**src/rtl/pipe_ctrl.sv**
```systemverilog
// pipe_ctrl: pipelined RV32I control (decode, EX branch resolve, hazards, forwarding, retire count)
// Ports: i_clk/i_reset (async high); i_inst/i_inst_vld from IF/ID; i_br_less/i_br_equal from EX comparator;
//        o_imm_sel (ID); o_stall/o_flush/o_pc_sel; o_ex_* ALU/branch controls; o_fwd_a/b; o_mem_dmem_we;
//        o_wb_reg_wen/o_wb_sel/o_wb_rd; o_retire_cnt
module pipe_ctrl #(
  parameter int FWD_EN = 1,
  parameter int CNT_W = 32
) (
  input  logic             i_clk,
  input  logic             i_reset,
  input  logic [31:0]      i_inst,
  input  logic             i_inst_vld,
  input  logic             i_br_less,
  input  logic             i_br_equal,
  output logic [2:0]       o_imm_sel,
  output logic             o_stall,
  output logic             o_flush,
  output logic             o_pc_sel,
  output logic [3:0]       o_ex_alu_op,
  output logic [1:0]       o_ex_alu_a_sel,
  output logic             o_ex_alu_b_sel,
  output logic             o_ex_br_un,
  output logic [1:0]       o_fwd_a,
  output logic [1:0]       o_fwd_b,
  output logic             o_mem_dmem_we,
  output logic             o_wb_reg_wen,
  output logic [1:0]       o_wb_sel,
  output logic [4:0]       o_wb_rd,
  output logic [CNT_W-1:0] o_retire_cnt
);
  typedef struct packed {
    logic       vld;
    logic [3:0] alu_op;
    logic [1:0] a_sel;
    logic       b_sel;
    logic       br;
    logic       jmp;
    logic [2:0] f3;
    logic       reg_wen;
    logic       dmem_we;
    logic       load;
    logic [1:0] wb_sel;
    logic [4:0] rd;
    logic [4:0] rs1;
    logic [4:0] rs2;
  } ctl_t;
  logic [6:0] op;
  logic [2:0] f3;
  logic [3:0] f3_op;
  logic is_r, is_i, is_ld, is_st, is_br, is_jal, is_jalr, is_lui, is_aui;
  logic id_v, use_rs1, use_rs2, use_rd;
  ctl_t id, ex;
  logic mem_vld, mem_wen, mem_we;
  logic [1:0] mem_wb_sel;
  logic [4:0] mem_rd;
  logic wb_vld, wb_wen;
  logic [1:0] wb_sel;
  logic [4:0] wb_rd;
  logic [CNT_W-1:0] cnt;
  logic taken, flush, ex_hit, mem_hit, hazard;
  logic unused_inst;
  assign op = i_inst[6:0];
  assign f3 = i_inst[14:12];
  assign is_r = op == 7'h33;
  assign is_i = op == 7'h13;
  assign is_ld = op == 7'h03;
  assign is_st = op == 7'h23;
  assign is_br = op == 7'h63;
  assign is_jal = op == 7'h6f;
  assign is_jalr = op == 7'h67;
  assign is_lui = op == 7'h37;
  assign is_aui = op == 7'h17;
  assign id_v = i_inst_vld & (is_r | is_i | is_ld | is_st | is_br | is_jal | is_jalr | is_lui | is_aui);
  assign use_rs1 = is_r | is_i | is_ld | is_st | is_br | is_jalr;
  assign use_rs2 = is_r | is_st | is_br;
  assign use_rd = is_r | is_i | is_ld | is_jal | is_jalr | is_lui | is_aui;
  assign unused_inst = &{i_inst[31], i_inst[29:25]};
  // inst[30] selects SUB only for R-type; for shifts it selects SRA in both R and OP-IMM
  always_comb begin
    case (f3)
      3'd0: f3_op = (is_r & i_inst[30]) ? 4'd1 : 4'd0;
      3'd1: f3_op = 4'd7;
      3'd2: f3_op = 4'd2;
      3'd3: f3_op = 4'd3;
      3'd4: f3_op = 4'd4;
      3'd5: f3_op = i_inst[30] ? 4'd9 : 4'd8;
      3'd6: f3_op = 4'd5;
      default: f3_op = 4'd6;
    endcase
  end
  // Unused source/dest fields are zeroed so they can never match in hazard or forward logic
  always_comb begin
    id = '0;
    if (id_v) begin
      id.vld = 1'b1;
      id.alu_op = (is_r | is_i) ? f3_op : 4'd0;
      id.a_sel = (is_br | is_jal | is_aui) ? 2'd1 : is_lui ? 2'd2 : 2'd0;
      id.b_sel = !is_r;
      id.br = is_br;
      id.jmp = is_jal | is_jalr;
      id.f3 = f3;
      id.reg_wen = use_rd;
      id.dmem_we = is_st;
      id.load = is_ld;
      id.wb_sel = is_ld ? 2'd0 : (is_jal | is_jalr) ? 2'd2 : 2'd1;
      id.rd = use_rd ? i_inst[11:7] : 5'd0;
      id.rs1 = use_rs1 ? i_inst[19:15] : 5'd0;
      id.rs2 = use_rs2 ? i_inst[24:20] : 5'd0;
    end
  end
  assign o_imm_sel = !i_inst_vld ? 3'd0 : is_st ? 3'd1 : is_br ? 3'd2 : is_jal ? 3'd3 : (is_lui | is_aui) ? 3'd4 : 3'd0;
  // f3[2] picks the less-than comparator, f3[0] inverts the sense (BNE/BGE/BGEU)
  assign taken = ex.jmp | (ex.br & ((ex.f3[2] ? i_br_less : i_br_equal) ^ ex.f3[0]));
  assign flush = ex.vld & taken;
  assign ex_hit = |ex.rd && (ex.rd == id.rs1 || ex.rd == id.rs2);
  assign mem_hit = |mem_rd && (mem_rd == id.rs1 || mem_rd == id.rs2);
  assign hazard = (FWD_EN != 0) ? (ex.load & ex_hit) : (ex_hit | mem_hit);
  assign o_stall = hazard & !flush;
  assign o_flush = flush;
  assign o_pc_sel = flush;
  assign o_ex_alu_op = ex.alu_op;
  assign o_ex_alu_a_sel = ex.a_sel;
  assign o_ex_alu_b_sel = ex.b_sel;
  assign o_ex_br_un = ex.br & ex.f3[1];
  assign o_fwd_a = (FWD_EN == 0) ? 2'd0 : (|mem_rd && mem_rd == ex.rs1) ? 2'd1 : (|wb_rd && wb_rd == ex.rs1) ? 2'd2 : 2'd0;
  assign o_fwd_b = (FWD_EN == 0) ? 2'd0 : (|mem_rd && mem_rd == ex.rs2) ? 2'd1 : (|wb_rd && wb_rd == ex.rs2) ? 2'd2 : 2'd0;
  assign o_mem_dmem_we = mem_we;
  assign o_wb_reg_wen = wb_wen;
  assign o_wb_sel = wb_sel;
  assign o_wb_rd = wb_rd;
  assign o_retire_cnt = cnt;
  always_ff @(posedge i_clk or posedge i_reset) begin
    if (i_reset) begin
      ex <= '0;
      mem_vld <= 1'b0;
      mem_wen <= 1'b0;
      mem_we <= 1'b0;
      mem_wb_sel <= 2'd0;
      mem_rd <= 5'd0;
      wb_vld <= 1'b0;
      wb_wen <= 1'b0;
      wb_sel <= 2'd0;
      wb_rd <= 5'd0;
      cnt <= '0;
    end else begin
      ex <= (flush | hazard) ? '0 : id;
      mem_vld <= ex.vld;
      mem_wen <= ex.reg_wen;
      mem_we <= ex.dmem_we;
      mem_wb_sel <= ex.wb_sel;
      mem_rd <= ex.rd;
      wb_vld <= mem_vld;
      wb_wen <= mem_wen;
      wb_sel <= mem_wb_sel;
      wb_rd <= mem_rd;
      if (wb_vld) cnt <= cnt + CNT_W'(1);
    end
  end
endmodule

```
**config.mk**
```make
export PLATFORM = sky130hd
export DESIGN_NAME = pipe_ctrl
export DESIGN_NICKNAME = d
export VERILOG_FILES = /design/src/rtl/pipe_ctrl.sv
export SDC_FILE = /design/constraint.sdc
export NUM_CORES = 1
export LEC_CHECK = 0
export BUFFER_PORTS_ARGS = -buffer_cell sky130_fd_sc_hd__buf_4
export CORE_UTILIZATION = 48
export CTS_CLUSTER_DIAMETER = 30
export DETAILED_ROUTE_END_ITERATION = 8
export PLACE_DENSITY = 0.78
export SYNTH_ARGS = -nofsm -noshare
export SYNTH_HDL_FRONTEND = slang
export SYNTH_SLANG_ARGS = --single-unit
```
**constraint.sdc**
```tcl
create_clock -name i_clk -period 2.7 [get_ports i_clk]
set_input_delay 0.54 -clock i_clk [delete_from_list [all_inputs] [get_ports i_clk]]
set_output_delay 0.54 -clock i_clk [all_outputs]
set_load 0.03 [all_outputs]
```
; ---- Word-level counts from Yosys, hierarchy flattened
; Cells that the tools add are included.
[word_totals]
ff_bits = 84
word_cells = 110
output_inout_bits = 59
[classes]
eq_ne = 21
muxes = 23
addsub = 1
reduce_logical = 12
n_bitwise = 29
[ops]
columns = operator, n
row1 = two-way mux 33 bit, 2
row2 = adder 32 x 1 -> 32 bit (second input constant), 1
row3 = equality test 5 bit, 6
row4 = case mux 4 bit (7 select lines), 1
row5 = equality test 7 x 6 -> 1 bit (second input constant), 3
row6 = equality test 7 bit (second input constant), 3
row7 = bitwise OR 1 bit, 21
row8 = two-way mux 2 bit, 8
row9 = two-way mux 3 bit, 5
row10 = two-way mux 5 bit, 3
row11 = OR reduction 5 bit, 3
row12 = equality test 7 x 5 -> 1 bit (second input constant), 2
row13 = equality test 3 bit (second input constant), 3
row14 = AND 1 bit, 7
row15 = equality test 7 x 2 -> 1 bit (second input constant), 1
row16 = equality test 3 x 2 -> 1 bit (second input constant), 2
row17 = logical AND 1 bit, 5
row18 = two-way mux 4 bit, 1
row19 = equality test 3 x 1 -> 1 bit (second input constant), 1
row20 = zero test 3 bit, 1
row21 = two-way mux 1 bit, 3
row22 = zero test 1 bit, 2
row23 = logical OR 1 bit, 1
row24 = bitwise XOR 1 bit, 1

; ---- Longest topological paths before layout
; Gate-level depths: netlist of the first run.
[depth]
ltp_word = 17
depth_mapped = 8

; ---- Worst setup path before layout of the first run
; Ideal clock, no wire load.
[synth_path]
kind = register to output
startpoint = reg mem_rd[1]
endpoint = out o_fwd_b[1]
setup_slack_ps = -80
n_path_buf = 0
arrival_time_ps = 2240
path_stages_with_launch = 5
t_required_ps = 2160
path_cell_list = dfrtp_1 > or4_1 > nor2_1 > nor4_1 > nor4_1
[synth_between]
elab_chain_cells = 3
[synth_rtl]
columns = element, line
row1 = "start, declared", 55  ; logic [4:0] mem_rd;
row2 = "start signal, assigned", 151  ; mem_rd <= ex.rd;
row3 = equality test 5 bit / OR reduction 5 bit (equally long branches), 126  ; assign o_fwd_b = (FWD_EN == 0) ? 2'd0 : (|mem_rd && mem_rd == ex.rs2) ? 2'd1 : (|wb_rd && wb_rd == ex.rs2) ? 2 ...
row4 = logical AND 1 bit *, 126
row5 = two-way mux 2 bit *, 126
row6 = "end, declared", 24  ; output logic [1:0] o_fwd_b,
; Mark *: on every way between the ends. The rest lies on a longest branch, timed or not.

; ---- Worst setup path in the final report of the first run
[layout_path]
startpoint = in i_inst[3]
endpoint = out o_stall
[layout_between]
elab_chain_cells = 16
[layout_rtl]
columns = element, line
row1 = "start, declared", 11  ; input logic [31:0] i_inst,
row2 = equality test 7 x 6 -> 1 bit / equality test 7 x 5 -> 1 bit (equally long branches), "64, 65"
row3 = bitwise OR 1 bit (4 in series), "73, 74"
row4 = bitwise OR 1 bit (4 in series), 73  ; assign id_v = i_inst_vld & (is_r | is_i | is_ld | is_st | is_br | is_jal | is_jalr | is_lui | is_aui);
row5 = AND 1 bit, 73
row6 = two-way mux 33 bit *, 94  ; if (id_v) begin
row7 = equality test 5 bit, 115  ; assign ex_hit = |ex.rd && (ex.rd == id.rs1 || ex.rd == id.rs2);
row8 = logical OR 1 bit *, 115
row9 = logical AND 1 bit *, 115
row10 = AND 1 bit *, 117  ; assign hazard = (FWD_EN != 0) ? (ex.load & ex_hit) : (ex_hit | mem_hit);
row11 = AND 1 bit *, 118  ; assign o_stall = hazard & !flush;
row12 = "end, declared", 16  ; output logic o_stall,
; Marks and branches as above.

==> results of run 1 <==
layout by cell type, fill, tap and decap left out, types with 5 or more instances in the layout:
| cell type | Yosys | routed |
|---|---|---|
| nor2_1 | 29 | 29 |
| xor2_1 | 24 | 24 |
| nand4_1 | 11 | 11 |
| dfrtp_1 | 84 | 82 |
| xnor2_1 | 34 | 34 |
| and3_1 | 10 | 9 |
| nor4_1 | 25 | 23 |
| buf_4 | 9 | 108 |
| or4_1 | 5 | 5 |
| nor3_1 | 17 | 16 |
| clkbuf_8 | 0 | 10 |
| nand2_1 | 26 | 26 |
| nand3_1 | 23 | 23 |
| nor2b_1 | 5 | 5 |
repair_timing:
action | 4_1_cts | 5_1_grt
buffers inserted | 2 | 2
pin swaps | 0 | 5
resized for setup | 2 | 8
setup endpoints to repair | 1 | 2
path summary, 6_finish.rpt:
| path | start | endpoint | cells after the start |
|---|---|---|---|
| worst max-delay path | i_inst[3] | o_stall | 8 |
| max in group asynchronous | i_reset | ex[13] | 3 |
| worst min register to register | ex[18] | o_mem_dmem_we | 0 |
| min in group i_clk | ex[18] | o_mem_dmem_we | 0 |
| worst min-delay path | i_reset | o_retire_cnt[28] | 3 |
| worst max register to register | o_retire_cnt[3] | o_retire_cnt[25] | 5 |
per-layer routing:
metal	vias up	GRT usage, %	share of wire, %
li1	1537	-	-
met1	1562	28.1	43
met2	120	36.3	49
met5	-	0	0
met3	11	4.94	6.8
met4	0	6.41	0.88
synthesized netlist by cell type, drive strengths merged, types with 6 or more instances:
cell | count | area share (%)
nand4 | 11 | 1.7
and3 | 10 | 1.5
xnor2 | 34 | 7.4
xor2 | 24 | 5.2
nor3 | 17 | 2.1
nor4 | 25 | 3.9
buf | 18 | 4.0
or4 | 6 | 1.2
dfrtp | 84 | 52
nand3 | 23 | 2.8
nand2 | 27 | 2.6
nor2 | 29 | 2.7
worst max-delay path, stage by stage:
cell      delay [ns]
buf_4           0.12
nand4b_1        0.27
buf_4           0.21
nor4_1          0.25
o32ai_1         0.13
and3_4          0.20
o21a_1          0.21
buf_6           0.14
cells by family after synthesis:
group / count (synthesis) / synth area share [%]
simple gates: 180 / 24.4
flops: 84 / 52.0
xor+xnor: 58 / 12.6
buf+inv: 26 / 4.76
compound gates: 25 / 5.26
mux: 3 / 0.774
fa+ha+maj: 1 / 0.309
flip-flops by register name, indices dropped and copies added (netlist names):
register and cells:
o_ex_alu_b_sel 1, o_ex_alu_a_sel 2, o_wb_rd 5, mem_vld 1, mem_rd 5, mem_wen 1
o_wb_sel 2, o_wb_reg_wen 1, o_ex_alu_op 4, o_mem_dmem_we 1, mem_wb_sel 2, o_retire_cnt 32
ex 26, wb_vld 1
through the flow:
| stage | worst slack (ns) | util (%) |
|---|---|---|
| CTS | 0.00217 | 61.4 |
| floorplan | 0.0466 | - |
| global placement | 0.0555 | 59.0 |
| detailed placement | 0.0888 | 59.0 |
| finish | 0.0874 | 62.1 |
| global route | 0.0103 | 62.1 |
power groups by stage:
stage / Sequential [mW] / Combinational [mW] / Clock (mW)
after global placement: 1.33 / 0.248 / 0
after global routing: 1.31 / 0.279 / 0.890
after detailed placement: 1.34 / 0.255 / 0
after CTS: 1.31 / 0.255 / 0.832
final: 1.31 / 0.254 / 0.798
after floorplan: 1.38 / 0.0915 / 0
layout make-up:
| cell class | count | area [um2] |
|---|---|---|
| flip-flops and latches | 84 | 2100 |
| multi-input cells | 267 | 1800 |
| clock buffers | 11 | 141 |
| fillers | 713 | 3100 |
| inverters | 5 | 22.5 |
| clock inverters | 5 | 35.0 |
| repair buffers | 110 | 842 |
| well taps | 105 | 131 |
==> results by group, run 1 <==
Run status
  • Status: complete, no violations

Synthesis
  • Async SR Flop Fraction: 100%
  • Netlist Area Pre-Place: 4040 um2
  • Dominant synthesized flop cell: dfrtp_1
  • Post-synthesis instance total: 377
  • Warnings from Yosys: 0
  • Mean post-synth cell area: 10.7 um2
  • #FFs+latches synth: 84
  • Synth cell types: 51
  • Sequential area share after synthesis: 52.0%
  • Post-synth EDFFs: 0
  • Syn nets: 415

Placed design
  • Post-DP HPWL: 6500 um
  • Gpl congestion: 0.922
  • Inst Count DP: 567
  • Port bufs: 89
  • Instance area at placement: 4830 um2

Final layout
  • Design Area, Final: 5080 um2
  • Final std cells w/o fill: 587
  • Layout area overhead: 25.6%
  • # diodes: 0
  • Layout cells sized above 1: 30.1%
  • NumNets Final: 515

CTS
  • Root buffer cell: clkbuf_8
  • Clock Pin Slew Worst Setup and Hold Paths: 0.08 ns
  • CTS tree: done
  • CTS Hold Bufs: 0
  • Clock Sinks: 84
  • Inserted Clock Buffers: 9
  • Clk_lat worst skew: 0.35 ns
  • H-tree depth: 3
  • Maximum root-to-sink buffer count: 2

Run
  • Max-cap viol count: 0

Power
  • Sequential Power Share: 55.5%
  • Int Pwr: 1.75 mW
  • Pwr/cell area: 465 nW/um2
  • LEAKAGE: 2.46 nW
  • Combinational Power Share: 10.7%
  • Psw: 0.611 mW
  • Switching share of power: 25.9%
  • Max VDD drop: 0.283 mV
  • Clock share of power: 33.8%
  • Total power draw: 2.36 mW

Global route
  • Vias in the first global route: 3125
  • Final global-route overflow total: 0
  • Total GRT Usage: 21.7%
  • Initial antenna violation count: 0
  • Largest net degree at the start of global routing: 85
  • First-pass GRT wire length: 14800 um

Drt
  • Initial DRC Count: 89
  • Routed vias/inst: 5.50
  • Drc violations: 0
  • Post-DR wirelength/cell: 15.1 um
  • Post-route ant nets: 0
  • Detailed-route wire length: 8870 um
  • Routed vias: 3230
  • TritonRoute pass-1 iters: 4

Floorplan
  • I/O pins: 96
  • Die Y-Extent: 93.8 um
  • Starting Density: 49.5%
  • Num rows: 33
  • Die ar.: 8800 um2
  • Total core area: 8180 um2
  • Chip width: 93.8 um

Timing
  • Slew headroom: 64.2%
  • Hold Slack: 0.311 ns
  • Max-slew violation count: 0
  • Tmin final: 2.61 ns
  • Final worst-path cycle share: 96.8%
  • Top achievable clock speed: 383 MHz
  • Setup TNS Final: 0 ns
  • Worst Skew: 0.0148 ns
  • Setup violators final: 0
  • RSZ-0062 raised after global routing: no
  • Final count of hold timing violations: 0
  • Slew of the pin with the lowest slew margin: 0.533 ns

Critical path
  • Worst reg2reg setup slack: 0.70 ns
  • Worst Setup Start Kind: input pin
  • Critical path arrival: 2.07 ns
  • Worst Path Required: 2.16 ns
  • Crit. End Element: output pin
  • Crit Path Category: input pin to output pin
  • Max FO, Critical Path: 5

Worst hold path
  • Worst Hold Class: input pin to async pin
Power figures use the tool's default switching activity.
==> inputs of run 2 (changes only) <==
--- a/config.mk
+++ b/config.mk
@@ -5,7 +5,8 @@
 export SDC_FILE = /design/constraint.sdc
 export NUM_CORES = 1
 export LEC_CHECK = 0
-export BUFFER_PORTS_ARGS = -buffer_cell sky130_fd_sc_hd__buf_4
+export BUFFER_PORTS_ARGS = -buffer_cell sky130_fd_sc_hd__clkbuf_2
+export CORE_MARGIN = 8
 export CORE_UTILIZATION = 48
 export CTS_CLUSTER_DIAMETER = 30
 export DETAILED_ROUTE_END_ITERATION = 8
==> run 2 against run 1 <==
Compared with the run above: wire length is 4.8% higher; flip-flop and latch count unchanged; critical path depth decreased by 1; clock skew is 0.0030 ns lower; sequential power about the same; core utilization shrank 1.7 points; setup slack worse by 0.034 ns; largest cell class unchanged; highest routed layer unchanged.
==> results by group, run 2 (same netlist as run 1, synthesis figures left out) <==
Worst hold path
  • Worst Hold Class: input pin to async pin (unchanged)

Run status
  • Status: complete, no violations (unchanged)

Global route
  • Initial antenna violation count: 0 (unchanged)
  • Final global-route overflow total: 0 (unchanged)
  • Total GRT Usage: 16.6% (was 21.7%)
  • Largest net degree at the start of global routing: 46 (was 85)
  • Vias in the first global route: 3244 (was 3125)
  • First-pass GRT wire length: 15500 um (was 14800 um)

Drt
  • Initial DRC Count: 106 (was 89)
  • Post-DR wirelength/cell: 15.7 um (was 15.1 um)
  • Drc violations: 0 (unchanged)
  • Routed vias: 3187 (was 3230)
  • Routed vias/inst: 5.39 (was 5.50)
  • TritonRoute pass-1 iters: 4 (unchanged)
  • Post-route ant nets: 0 (unchanged)
  • Detailed-route wire length: 9290 um (was 8870 um)

Final layout
  • # diodes: 0 (unchanged)
  • Final std cells w/o fill: 591 (was 587)
  • Layout cells sized above 1: 30.7% (was 30.1%)
  • Largest register FFs: 32 (unchanged)
  • Commonest cells after routing, fill and taps aside: 86 x clkbuf_2, 82 x dfrtp_1, 34 x xnor2_1 (was 108 x buf_4, 82 x dfrtp_1, 34 x xnor2_1)
  • Layout area overhead: 22.1% (was 25.6%)
  • Most common cell after layout, fill and taps aside: clkbuf_2 (was buf_4)
  • NumNets Final: 519 (was 515)
  • Finished Core Util: 60.4% (was 62.1%)

CTS
  • Post-CTS setup buffers: 0 (was 2)
  • H-tree depth: 3 (unchanged)
  • Clock Pin Slew Worst Setup and Hold Paths: 0.09 ns (was 0.08 ns)
  • Inserted Clock Buffers: 9 (unchanged)
  • Root buffer cell: clkbuf_8 (unchanged)
  • Clk_lat worst skew: 0.35 ns (about the same)
  • CTS tree: done (unchanged)
  • Maximum root-to-sink buffer count: 2 (unchanged)
  • CTS Hold Bufs: 0 (unchanged)
  • Clock Sinks: 84 (unchanged)

Critical path
  • Crit Path Category: input pin to output pin (unchanged)
  • Max FO, Critical Path: 5 (unchanged)
  • Critical path arrival: 2.11 ns (was 2.07 ns)
  • Worst Setup Start Kind: input pin (unchanged)
  • Crit. End Element: output pin (unchanged)
  • Worst Path Required: 2.16 ns (about the same)

Power
  • Clock share of power: 38.9% (was 33.8%)
  • Int Pwr: 1.89 mW (was 1.75 mW)
  • Pwr/cell area: 512 nW/um2 (was 465 nW/um2)
  • Combinational Power Share: 9.3% (was 10.7%)
  • LEAKAGE: 2.44 nW (was 2.46 nW)
  • Switching share of power: 25.1% (was 25.9%)
  • Max VDD drop: 0.245 mV (was 0.283 mV)
  • Total power draw: 2.53 mW (was 2.36 mW)
  • Psw: 0.635 mW (was 0.611 mW)
  • Sequential Power Share: 51.8% (was 55.5%)

Timing
  • Top achievable clock speed: 378 MHz (was 383 MHz)
  • Max-slew violation count: 0 (unchanged)
  • Final count of hold timing violations: 0 (unchanged)
  • Slew headroom: 63.6% (was 64.2%)
  • Worst Skew: 0.0118 ns (was 0.0148 ns)
  • Tmin final: 2.65 ns (was 2.61 ns)
  • Slew of the pin with the lowest slew margin: 0.546 ns (was 0.533 ns)
  • Hold Slack: 0.320 ns (was 0.311 ns)
  • Setup violators final: 0 (unchanged)
  • RSZ-0062 raised after global routing: yes (was no)
  • Final worst-path cycle share: 98.0% (was 96.8%)

Floorplan
  • Die Y-Extent: 108 um (was 93.8 um)
  • Starting Density: 49.5% (unchanged)
  • I/O pins: 96 (unchanged)
  • Die ar.: 11600 um2 (was 8800 um2)
  • Num rows: 33 (unchanged)
  • Chip width: 108 um (was 93.8 um)
  • Total core area: 8180 um2 (unchanged)

Placed design
  • Port bufs: 89 (unchanged)
  • Post-DP HPWL: 7000 um (was 6500 um)
  • Gpl congestion: 0.906 (was 0.922)
  • Inst Count DP: 575 (was 567)

Run
  • Max-cap viol count: 0 (unchanged)
run 2: area by class of cell:
| type | count | area (um2) |
|---|---|---|
| flip-flops and latches | 84 | 2100 |
| inverters | 5 | 22.5 |
| well taps | 105 | 131 |
| multi-input cells | 267 | 1800 |
| clock inverters | 7 | 97.6 |
| repair buffers | 114 | 657 |
| clock buffers | 9 | 124 |
| fillers | 709 | 3240 |
run 2: path summary, 6_finish.rpt:
kind | from | cells past startpoint | slack (ns) | endpoint
min in group i_clk | mem_wb_sel[1] | 0 | 0.35 | o_wb_sel[1]
max in group asynchronous | i_reset | 3 | 1.95 | ex[10]
min | i_reset | 3 | 0.32 | ex[17]
min reg2reg | mem_wb_sel[1] | 0 | 0.35 | o_wb_sel[1]
max | i_inst[3] | 7 | 0.05 | o_stall
max reg2reg | ex[12] | 7 | 0.57 | ex[15]
run 2: power by group through the flow:
stage / registers [mW] / clock network (mW) / logic (mW)
after floorplan: 1.38 / 0 / 0.0915
final: 1.31 / 0.983 / 0.235
after global placement: 1.33 / 0 / 0.230
after CTS: 1.31 / 1.01 / 0.237
after global routing: 1.32 / 1.08 / 0.258
after detailed placement: 1.33 / 0 / 0.237
run 2: stage by stage:
stage	area (um2)	setup WS [ns]	TNS (ns)
after floorplan	4060	0.0466	0
after global placement	4660	0.0425	0
after detailed placement	4660	0.00270	0
after CTS	4890	0.00479	0
after global routing	4940	-0.0136	-0.0136
final	4940	0.0537	0
run 2: metal layers:
layer,part of all wire (%),vias up,track usage (%)
met4,0.86,0,4.46
met2,47,96,25.9
met3,7.1,8,5.75
met1,45,1540,21.3
li1,-,1543,-
met5,0,-,0
run 2: worst max-delay path: stages:
cell and delay [ns]:
clkbuf_2 0.11, nand4b_1 0.30, nor4_1 0.47, o32ai_2 0.14, and3_1 0.23, o21a_1 0.18, buf_6 0.14
run 2: repair_timing:
action / CTS / global route
gates resized for setup: 3 / 14
endpoints found under the setup margin: 1 / 3
pin swaps: 0 / 2
==> inputs of run 3 (changes only) <==
--- a/config.mk
+++ b/config.mk
@@ -10,7 +10,8 @@
 export CORE_UTILIZATION = 48
 export CTS_CLUSTER_DIAMETER = 30
 export DETAILED_ROUTE_END_ITERATION = 8
-export PLACE_DENSITY = 0.78
+export GPL_ROUTABILITY_DRIVEN = 0
+export PLACE_DENSITY = 0.75
 export SYNTH_ARGS = -nofsm -noshare
 export SYNTH_HDL_FRONTEND = slang
 export SYNTH_SLANG_ARGS = --single-unit
==> run 3 against run 2 <==
Compared with the run above: core utilization shrank 0.72 points; cell count shrank 0.51%; total power shrank 3.7%; combinational power shrank 3%; via count shrank 0.53%; register-to-register slack lost 0.03 ns; global-route usage shrank 0.29 points; non-clock buffer count shrank 3; wire length shrank 0.91%; maximum frequency grew 2.5%; critical path type is now flip-flop to output pin; largest cell class unchanged.
==> results by group, run 3 (same netlist as run 1, synthesis figures left out) <==
Timing
  • Slew headroom: 58.0% (was 63.6%)
  • Worst Skew: 0.0125 ns (was 0.0118 ns)
  • Slew of the pin with the lowest slew margin: 0.628 ns (was 0.546 ns)
  • Max-slew violation count: 0 (unchanged)
  • RSZ-0062 raised after global routing: no (was yes)
  • Top achievable clock speed: 387 MHz (was 378 MHz)
  • Final worst-path cycle share: 95.6% (was 98.0%)
  • Tmin final: 2.58 ns (was 2.65 ns)
  • Setup violators final: 0 (unchanged)
  • Final WS setup: 0.118 ns (was 0.0537 ns)
  • Final count of hold timing violations: 0 (unchanged)

Critical path
  • Crit Path Category: flip-flop to output pin (was input pin to output pin)
  • Crit. End Element: output pin (unchanged)
  • Critical path arrival: 2.04 ns (was 2.11 ns)
  • Worst Path Required: 2.16 ns (about the same)
  • Max FO, Critical Path: 6 (was 5)
  • R2R Path End: ex[15] (unchanged)
  • Worst reg2reg path depth: 7 (unchanged)
  • RR Startpoint: ex[11] (was ex[12])
  • Worst reg2reg setup slack: 0.54 ns (was 0.57 ns)
  • Worst Setup Start Kind: flip-flop (was input pin)

Floorplan
  • Starting Density: 49.5% (unchanged)
  • Total core area: 8180 um2 (unchanged)
  • Die ar.: 11600 um2 (unchanged)
  • Chip width: 108 um (unchanged)
  • I/O pins: 96 (unchanged)
  • Num rows: 33 (unchanged)
  • Die Y-Extent: 108 um (unchanged)

Drt
  • Detailed-route wire length: 9210 um (was 9290 um)
  • Initial DRC Count: 87 (was 106)
  • Routed vias: 3170 (was 3187)
  • Post-route ant nets: 0 (unchanged)
  • Drc violations: 0 (unchanged)
  • Routed vias/inst: 5.39 (about the same)
  • Post-DR wirelength/cell: 15.7 um (about the same)
  • TritonRoute pass-1 iters: 4 (unchanged)

CTS
  • Clock Pin Slew Worst Setup and Hold Paths: 0.09 ns (about the same)
  • H-tree depth: 3 (unchanged)
  • Clock Sinks: 84 (unchanged)
  • Maximum root-to-sink buffer count: 2 (unchanged)
  • CTS Hold Bufs: 0 (unchanged)
  • Clk_lat worst skew: 0.34 ns (was 0.35 ns)
  • Inserted Clock Buffers: 9 (unchanged)
  • Root buffer cell: clkbuf_8 (unchanged)
  • CTS tree: done (unchanged)

Global route
  • Final global-route overflow total: 0 (unchanged)
  • Vias in the first global route: 3209 (was 3244)
  • First-pass GRT wire length: 15300 um (was 15500 um)
  • Largest net degree at the start of global routing: 58 (was 46)
  • Total GRT Usage: 16.3% (was 16.6%)
  • Initial antenna violation count: 0 (unchanged)

Final layout
  • NumNets Final: 516 (was 519)
  • Finished Core Util: 59.7% (was 60.4%)
  • # diodes: 0 (unchanged)
  • Most common cell after layout, fill and taps aside: clkbuf_2 (unchanged)
  • Layout area overhead: 20.6% (was 22.1%)
  • Commonest cells after routing, fill and taps aside: 86 x clkbuf_2, 82 x dfrtp_1, 34 x xnor2_1 (unchanged)
  • Layout cells sized above 1: 29.8% (was 30.7%)
  • Largest register FFs: 32 (unchanged)
  • Final std cells w/o fill: 588 (was 591)
  • Design Area, Final: 4880 um2 (was 4940 um2)
  • Filler cells: 744 (was 709)

Power
  • Max VDD drop: 0.289 mV (was 0.245 mV)
  • Pwr/cell area: 499 nW/um2 (was 512 nW/um2)
  • LEAKAGE: 2.41 nW (was 2.44 nW)

Placed design
  • Post-DP HPWL: 6830 um (was 7000 um)
  • Inst Count DP: 570 (was 575)
  • Port bufs: 89 (unchanged)
  • Instance area at placement: 4630 um2 (was 4660 um2)
  • Setup Slack @ Placement: -0.00806 ns (was 0.00270 ns)

Run
  • Max-cap viol count: 0 (unchanged)

Worst hold path
  • Worst Hold Class: input pin to async pin (unchanged)

Run status
  • Status: complete, no violations (unchanged)
## run 3: routing by layer
layer  track usage, %  share of wire, %
met1             20.9                44
met2             25.5                46
met3             4.55               8.6
met4             6.05              0.81
met5                0                 0
## run 3: per-stage QoR
step                setup TNS, ns  hold slack (ns)  total power [mW]
floorplan                       0            0.331              1.47
global placement                0            0.334              1.56
detailed placement       -0.00806            0.335              1.57
CTS                             0            0.268              2.47
global route                    0            0.299              2.56
finish                          0            0.263              2.44
## run 3: layout make-up
class / instances / area, um2 / share of cell area [%]
Timing Repair Buffer: 111 / 634 / 13.0
Multi-Input combinational cell: 267 / 1780 / 36.6
Clock inverter: 5 / 60.1 / 1.23
Inverter: 5 / 22.5 / 0.462
Clock buffer: 11 / 141 / 2.90
Sequential cell: 84 / 2100 / 43.2
Tap cell: 105 / 131 / 2.69
## run 3: repair_timing
action	4_1_cts	5_1_grt
setup buffers	0	2
gates resized for setup	0	16
endpoints found under the setup margin	0	3
## run 3: worst max-delay path, stage by stage, from the launching register on
cell and delay, ns:
dfrtp_1 0.46, or3_4 0.43, o31ai_2 0.22, a211oi_2 0.06
and3_1 0.20, o21a_1 0.20, buf_6 0.14
## run 3: how the worst max path moves through the flow
stage              start  cells past startpoint          to
2_1_floorplan  i_inst[4]                      6     o_stall
3_3_place_gp   i_inst[6]                      7      ex[15]
3_5_place_dp   i_inst[6]                      7      ex[15]
4_1_cts           ex[12]                      6     o_stall
5_1_grt        mem_rd[2]                      5  o_fwd_a[1]
6_report          ex[11]                      6     o_stall
## run 3: power breakdown
part | total (mW) | switching, mW | internal (mW) | leakage [nW]
Sequential | 1.31 | 0.0272 | 1.28 | 1.17
Combinational | 0.229 | 0.146 | 0.0828 | 1.15
Clock | 0.896 | 0.439 | 0.457 | 0.0999
